[src/rtl/csa_pkg.sv]
`default_nettype none
// ============================================================================
//  Module   : csa_pkg
//  Purpose  : Shared types, default widths and the column-pair packing
//             helper for the carry-save accumulator issuer.
//  Revision : 1.0 - initial release
// ============================================================================
package csa_pkg;

    localparam int CSA_IN_W      = 12;
    localparam int CSA_OUT_W     = 14;
    localparam int CSA_MAX_TERMS = 4;

    typedef enum logic [1:0] {
        IDLE = 2'd0,
        ACC  = 2'd1,
        HOLD = 2'd2
    } csa_state_t;

    // Interleave sum and carry vectors: bit 2k = S[k], bit 2k+1 = C[k].
    function automatic logic [2*CSA_OUT_W-1:0] pack_cols(
        input logic [CSA_OUT_W-1:0] s,
        input logic [CSA_OUT_W-1:0] c
    );
        logic [2*CSA_OUT_W-1:0] p;
        p = '0;
        for (int k = 0; k < CSA_OUT_W; k++) begin
            p[2*k]   = s[k];
            p[2*k+1] = c[k];
        end
        return p;
    endfunction

endpackage
`default_nettype wire

[src/rtl/csa32_row.sv]
`default_nettype none
// ============================================================================
//  Module   : csa32_row
//  Purpose  : W-wide combinational 3:2 compressor row. The carry vector is
//             returned already shifted one column left; the majority of the
//             top column is dropped, so carry[0] is always 0.
//  Revision : 1.0 - initial release
// ============================================================================
module csa32_row #(
    parameter int W = 14
) (
    input  logic [W-1:0] a,
    input  logic [W-1:0] b,
    input  logic [W-1:0] x,
    output logic [W-1:0] sum,
    output logic [W-1:0] carry
);

    // Bitwise full-adder row: sum in place, majority moved up one column.
    always_comb begin
        sum   = a ^ b ^ x;
        carry = '0;
        for (int k = 1; k < W; k++) begin
            carry[k] = (a[k-1] & b[k-1]) | (a[k-1] & x[k-1]) | (b[k-1] & x[k-1]);
        end
    end

endmodule
`default_nettype wire

[src/rtl/csa_accum_issuer.sv]
`default_nettype none
// ============================================================================
//  Module   : csa_accum_issuer
//  Purpose  : Carry-save accumulator between the PE multiplier array and the
//             final adder. One 3:2 row per accepted beat; on the closing beat
//             the {C[k],S[k]} column pairs are held under valid/ready.
//  Options  : CSA_ACC_REF_SUM_EN - when defined, ref_sum presents the
//             resolved S+C while col_valid is high; otherwise ref_sum is 0.
//  Revision : 1.0 - initial release
// ============================================================================
module csa_accum_issuer
    import csa_pkg::*;
#(
    parameter int IN_W      = CSA_IN_W,
    parameter int OUT_W     = CSA_OUT_W,
    parameter int MAX_TERMS = CSA_MAX_TERMS
) (
    input  logic                 clk,
    input  logic                 rst,
    input  logic                 in_valid,
    output logic                 in_ready,
    input  logic [IN_W-1:0]      in_data,
    input  logic                 in_last,
    output logic                 col_valid,
    input  logic                 col_ready,
    output logic [2*OUT_W-1:0]   col_pairs,
    output logic                 term_ovf,
    output logic [OUT_W-1:0]     ref_sum
);

    localparam int CNT_W = $clog2(MAX_TERMS + 1);
    localparam logic [CNT_W-1:0] CNT_MAX = CNT_W'(MAX_TERMS);

    csa_state_t        state;
    csa_state_t        state_nx;
    logic [CNT_W-1:0]  cnt;
    logic [CNT_W-1:0]  cnt_inc;
    logic [OUT_W-1:0]  s_q;
    logic [OUT_W-1:0]  c_q;
    logic [OUT_W-1:0]  x_ext;
    logic [OUT_W-1:0]  row_sum;
    logic [OUT_W-1:0]  row_carry;
    logic [2*OUT_W-1:0] packed_cols;
    logic              accept;
    logic              at_max;
    logic              release_cols;

    assign x_ext        = OUT_W'(in_data);
    assign cnt_inc      = cnt + CNT_W'(1);
    assign at_max       = (cnt_inc == CNT_MAX);
    assign in_ready     = (state != HOLD) & ~rst;
    assign accept       = in_valid & in_ready;
    assign col_valid    = (state == HOLD);
    assign release_cols = col_valid & col_ready;

    csa32_row #(.W(OUT_W)) u_row (
        .a     (s_q),
        .b     (c_q),
        .x     (x_ext),
        .sum   (row_sum),
        .carry (row_carry)
    );

    if (OUT_W == CSA_OUT_W) begin : g_pack_fn
        assign packed_cols = pack_cols(s_q, c_q);
    end else begin : g_pack_loop
        // Same interleave as pack_cols for non-default widths.
        always_comb begin
            packed_cols = '0;
            for (int k = 0; k < OUT_W; k++) begin
                packed_cols[2*k]   = s_q[k];
                packed_cols[2*k+1] = c_q[k];
            end
        end
    end

    assign col_pairs = col_valid ? packed_cols : '0;

`ifdef CSA_ACC_REF_SUM_EN
    assign ref_sum = col_valid ? (s_q + c_q) : '0;
`else
    assign ref_sum = '0;
`endif

    // State register.
    always_ff @(posedge clk or posedge rst) begin
        if (rst) begin
            state <= IDLE;
        end else begin
            state <= state_nx;
        end
    end

    // Next-state: close on last beat or full group, reopen on column handoff.
    always_comb begin
        state_nx = state;
        case (state)
            IDLE, ACC: begin
                if (accept) begin
                    state_nx = (in_last || at_max) ? HOLD : ACC;
                end
            end
            HOLD: begin
                if (col_ready) begin
                    state_nx = IDLE;
                end
            end
            default: state_nx = IDLE;
        endcase
    end

    // Running S/C, beat counter and the force-close pulse.
    always_ff @(posedge clk or posedge rst) begin
        if (rst) begin
            s_q      <= '0;
            c_q      <= '0;
            cnt      <= '0;
            term_ovf <= 1'b0;
        end else begin
            term_ovf <= accept & ~in_last & at_max;
            if (release_cols) begin
                s_q <= '0;
                c_q <= '0;
                cnt <= '0;
            end else if (accept) begin
                s_q <= row_sum;
                c_q <= row_carry;
                cnt <= cnt_inc;
            end
        end
    end

endmodule
`default_nettype wire
[config.mk]
export PLATFORM = sky130hd
export DESIGN_NAME = csa_accum_issuer
export DESIGN_NICKNAME = d
export VERILOG_FILES = /design/src/rtl/csa_pkg.sv /design/src/rtl/csa32_row.sv /design/src/rtl/csa_accum_issuer.sv
export SDC_FILE = /design/constraint.sdc
export NUM_CORES = 1
export LEC_CHECK = 0
export ABC_AREA = 1
export CAP_MARGIN = 10
export CORE_ASPECT_RATIO = 1.25
export CORE_MARGIN = 2
export CORE_UTILIZATION = 31
export CTS_BUF_LIST = sky130_fd_sc_hd__clkbuf_2 sky130_fd_sc_hd__clkbuf_4 sky130_fd_sc_hd__clkbuf_8
export DETAILED_ROUTE_END_ITERATION = 8
export DONT_BUFFER_PORTS = 1
export PLACE_DENSITY = 0.53
export SLEW_MARGIN = 20
export SYNTH_ARGS = -nofsm -noshare
export SYNTH_HDL_FRONTEND = slang
export SYNTH_HIERARCHICAL = 1
export SYNTH_SLANG_ARGS = --single-unit
[constraint.sdc]
create_clock -name clk -period 1.77 [get_ports clk]
set_input_delay 0.531 -clock clk [delete_from_list [all_inputs] [get_ports clk]]
set_output_delay 0.531 -clock clk [all_outputs]
set_load 0.02 [all_outputs]
==> flow_metrics.env <==
export IMPL_status="complete, but fails checks"
export IMPL_violations="negative setup slack"
export IMPL_arrival_ns=1.24
export IMPL_antenna_cells=0
export IMPL_core_sq_mm=0.00657
export IMPL_io_buffers=0
export IMPL_timing_worst_setup_path_type="reg2out"
export IMPL_top_usage_layer="met2"
export IMPL_tritoncts="done"
export IMPL_rsz0062_at_grt="true"
export IMPL_rows=33
export IMPL_path_max_fanout=8
export IMPL_dr_first_iter_drc_count=69
export IMPL_cts_hold_buf=0
export IMPL_wl_per_cell_microns=13.1
export IMPL_setup_slack_ns=-0.00159
export IMPL_nets=296
export IMPL_grt_util_met3=0.0422
export IMPL_fmax_ghz=0.564
export IMPL_drc=0
export IMPL_antenna_found_initial=0
export IMPL_avgSynthCellArea_sq_um=9.19
export IMPL_grt_pass1_wl_mm=7.58
export IMPL_ys_types=23
export IMPL_yosysSeqAreaShare=0.403
export IMPL_ant_nets=0
export IMPL_routed_via_count=1498
export IMPL_p_total_mw=3.47
export IMPL_pre_cts_ws_ns=0.0586
export IMPL_cts_buffer_depth=2
export IMPL_worstPathRequired_ns=1.24
export IMPL_start_util=0.322
export IMPL_routabilityCongestion=0.701
export IMPL_final_util=0.402
export IMPL_finalMaxSlewViolations=0
export IMPL_multi_input_area_sq_mm=0.00110
export IMPL_chipWidth_microns=77.9
export IMPL_via_per_inst=4.26
export IMPL_cts_made_buffers=5
export IMPL_die_area_sq_mm=0.00750
export IMPL_powerDensity_mw_per_mm2=1320
export IMPL_skew_ns=0.00879
export IMPL_grt_pass1_vias=1461
export IMPL_setup_violations=1
export IMPL_wl_mm=4.62
export IMPL_dr_pass1_iters=4
export IMPL_fin_crit_sh=1.00
export IMPL_synth_seq_cells=34
export IMPL_p_leak_nw=1.23
export IMPL_hold_path_class="in2async"
export IMPL_peakVddDrop_mv=0.388
export IMPL_drv_cap=0
export IMPL_layout_drive_gt1_share=0.351
export IMPL_syn_to_final_growth_pct=24.9
export IMPL_ys_warn_count=6
export IMPL_ios=62
export IMPL_cts_clk_slew_worst_paths_ns=0.07
export IMPL_grt_use_total=0.133
export IMPL_grt_max_degree=35
export IMPL_syn_area_sq_mm=0.00211
export IMPL_root_buffer="clkbuf_8"
export IMPL_clkLatencyLatePin_ns=0.29
export IMPL_synthCells=230
export IMPL_cts_sinks=34
export IMPL_grt_met2_usage=0.228
export IMPL_seq_area_sq_um=853
export IMPL_die_y_microns=96.3
export IMPL_hpwl_mm=2.92
export IMPL_grt_ovfl_total=0
export IMPL_period_minus_slack_ns=1.77
export IMPL_end_kind="primary output"
export IMPL_cts_htree_levels=2
export IMPL_grt_use_met1=0.157
export IMPL_fillCellCount=661
export IMPL_hold_viol_final=0
export IMPL_critPathLaunchType="flip-flop"
==> worst paths after layout <==
path                            slack (ns)  startpoint           end  depth (start not counted)
worst max-delay path                -0.002    state[0]  col_pairs[2]                          4
worst min-delay path                  0.28         rst      term_ovf                          2
worst max register to register        0.23    state[0]        c_q[9]                          7
worst min register to register        0.55      cnt[2]        cnt[2]                          2
max in group asynchronous             1.15         rst      state[1]                          2
min in group clk                      0.30     in_last      term_ovf                          1
==> synth_stat cells <==
master | count | area share
inv_2 | 2 | 0.0036
or2_2 | 1 | 0.0030
nand3_4 | 1 | 0.0083
fa_1 | 13 | 0.12
nand3_2 | 1 | 0.0047
conb_1 | 2 | 0.0036
clkinv_2 | 1 | 0.0024
buf_2 | 1 | 0.0024
nand4_1 | 1 | 0.0030
ha_1 | 2 | 0.012
inv_1 | 37 | 0.066
buf_12 | 2 | 0.019
buf_4 | 17 | 0.060
nand2_1 | 42 | 0.075
nand2_4 | 3 | 0.016
nor2_4 | 1 | 0.0053
o21ai_0 | 10 | 0.024
nor3_1 | 1 | 0.0024
o21ai_2 | 20 | 0.083
nand3_1 | 6 | 0.014
nor2_1 | 29 | 0.052
dfrtp_1 | 34 | 0.40
buf_6 | 3 | 0.016
==> routing by layer <==
metal | vias to the layer above | part of all wire | routed length (microns)
met3 | 5 | 0.058 | 267
met2 | 34 | 0.52 | 2400
li1 | 723 | - | -
met4 | 0 | 0.016 | 75
met1 | 736 | 0.41 | 1870
met5 | - | 0 | 0
==> cells by family (layout without fill, tap and decap cells) <==
logic type / after synthesis / after routing / share of synthesized area
other: 2 / 18 / 0.00355
AND/OR/NAND/NOR: 86 / 88 / 0.183
flip-flops: 34 / 34 / 0.403
AO/OA/AOI/OAI: 30 / 30 / 0.107
buffers and inverters: 63 / 80 / 0.169
adder cells (fa/ha/maj): 15 / 15 / 0.135
==> power by group <==
| group | switching, mW | total (mW) | internal [mW] |
|---|---|---|---|
| clock | 0.304 | 0.719 | 0.415 |
| combinational | 0.847 | 1.40 | 0.552 |
| sequential | 0.266 | 1.36 | 1.09 |
==> worst max-delay path, stage by stage, from the launching register on <==
cell	delay, ns
dfrtp_2	0.43
clkinv_4	0.12
nand2_8	0.11
nor2_2	0.14
buf_6	0.13
==> cell type report <==
type	instances	share of cell area
clock buffer	5	0.0261
inverter	40	0.0621
sequential	34	0.323
timing repair buffer	32	0.114
tap	87	0.0413
multi-input combinational	151	0.418
clock inverter	3	0.0152
==> metrics by stage <==
step	hold slack (ns)	setup TNS [ns]	cell area [sq um]	std cells
global route	0.296	-0.635	2640	352
detailed placement	0.536	0	2300	339
floorplan	0.492	-1.90	2180	246
finish	0.280	-0.00159	2640	352
CTS	0.300	-0.00543	2540	352
global placement	0.535	0	2300	339
==> layout by cell type (no fill, tap or decap), types with 4 or more instances in the layout <==
cell type | synthesis | layout
inv_1 | 37 | 36
buf_6 | 3 | 13
nand2_1 | 42 | 42
nand3_1 | 6 | 6
conb_1 | 2 | 18
buf_4 | 17 | 18
fa_1 | 13 | 13
nor2_1 | 29 | 11
o21ai_2 | 20 | 20
nor2_2 | 0 | 11
nand2_8 | 0 | 4
clkbuf_8 | 0 | 5
o21ai_0 | 10 | 8
nor2_4 | 1 | 8
dfrtp_1 | 34 | 32
==> state kept, by name, summed over array words and instances (netlist names) <==
name	flops
c_q	14
s_q	14
cnt	3
state	2
term_ovf	1
==> what timing repair did <==
| action | CTS | global route |
|---|---|---|
| endpoints found under the setup margin | 28 | 29 |
| buffers inserted | 3 | 0 |
| pin swaps | 3 | 3 |
| gates cloned | 2 | 0 |
| resized for setup | 22 | 25 |
(Power assumes the default switching activity.)
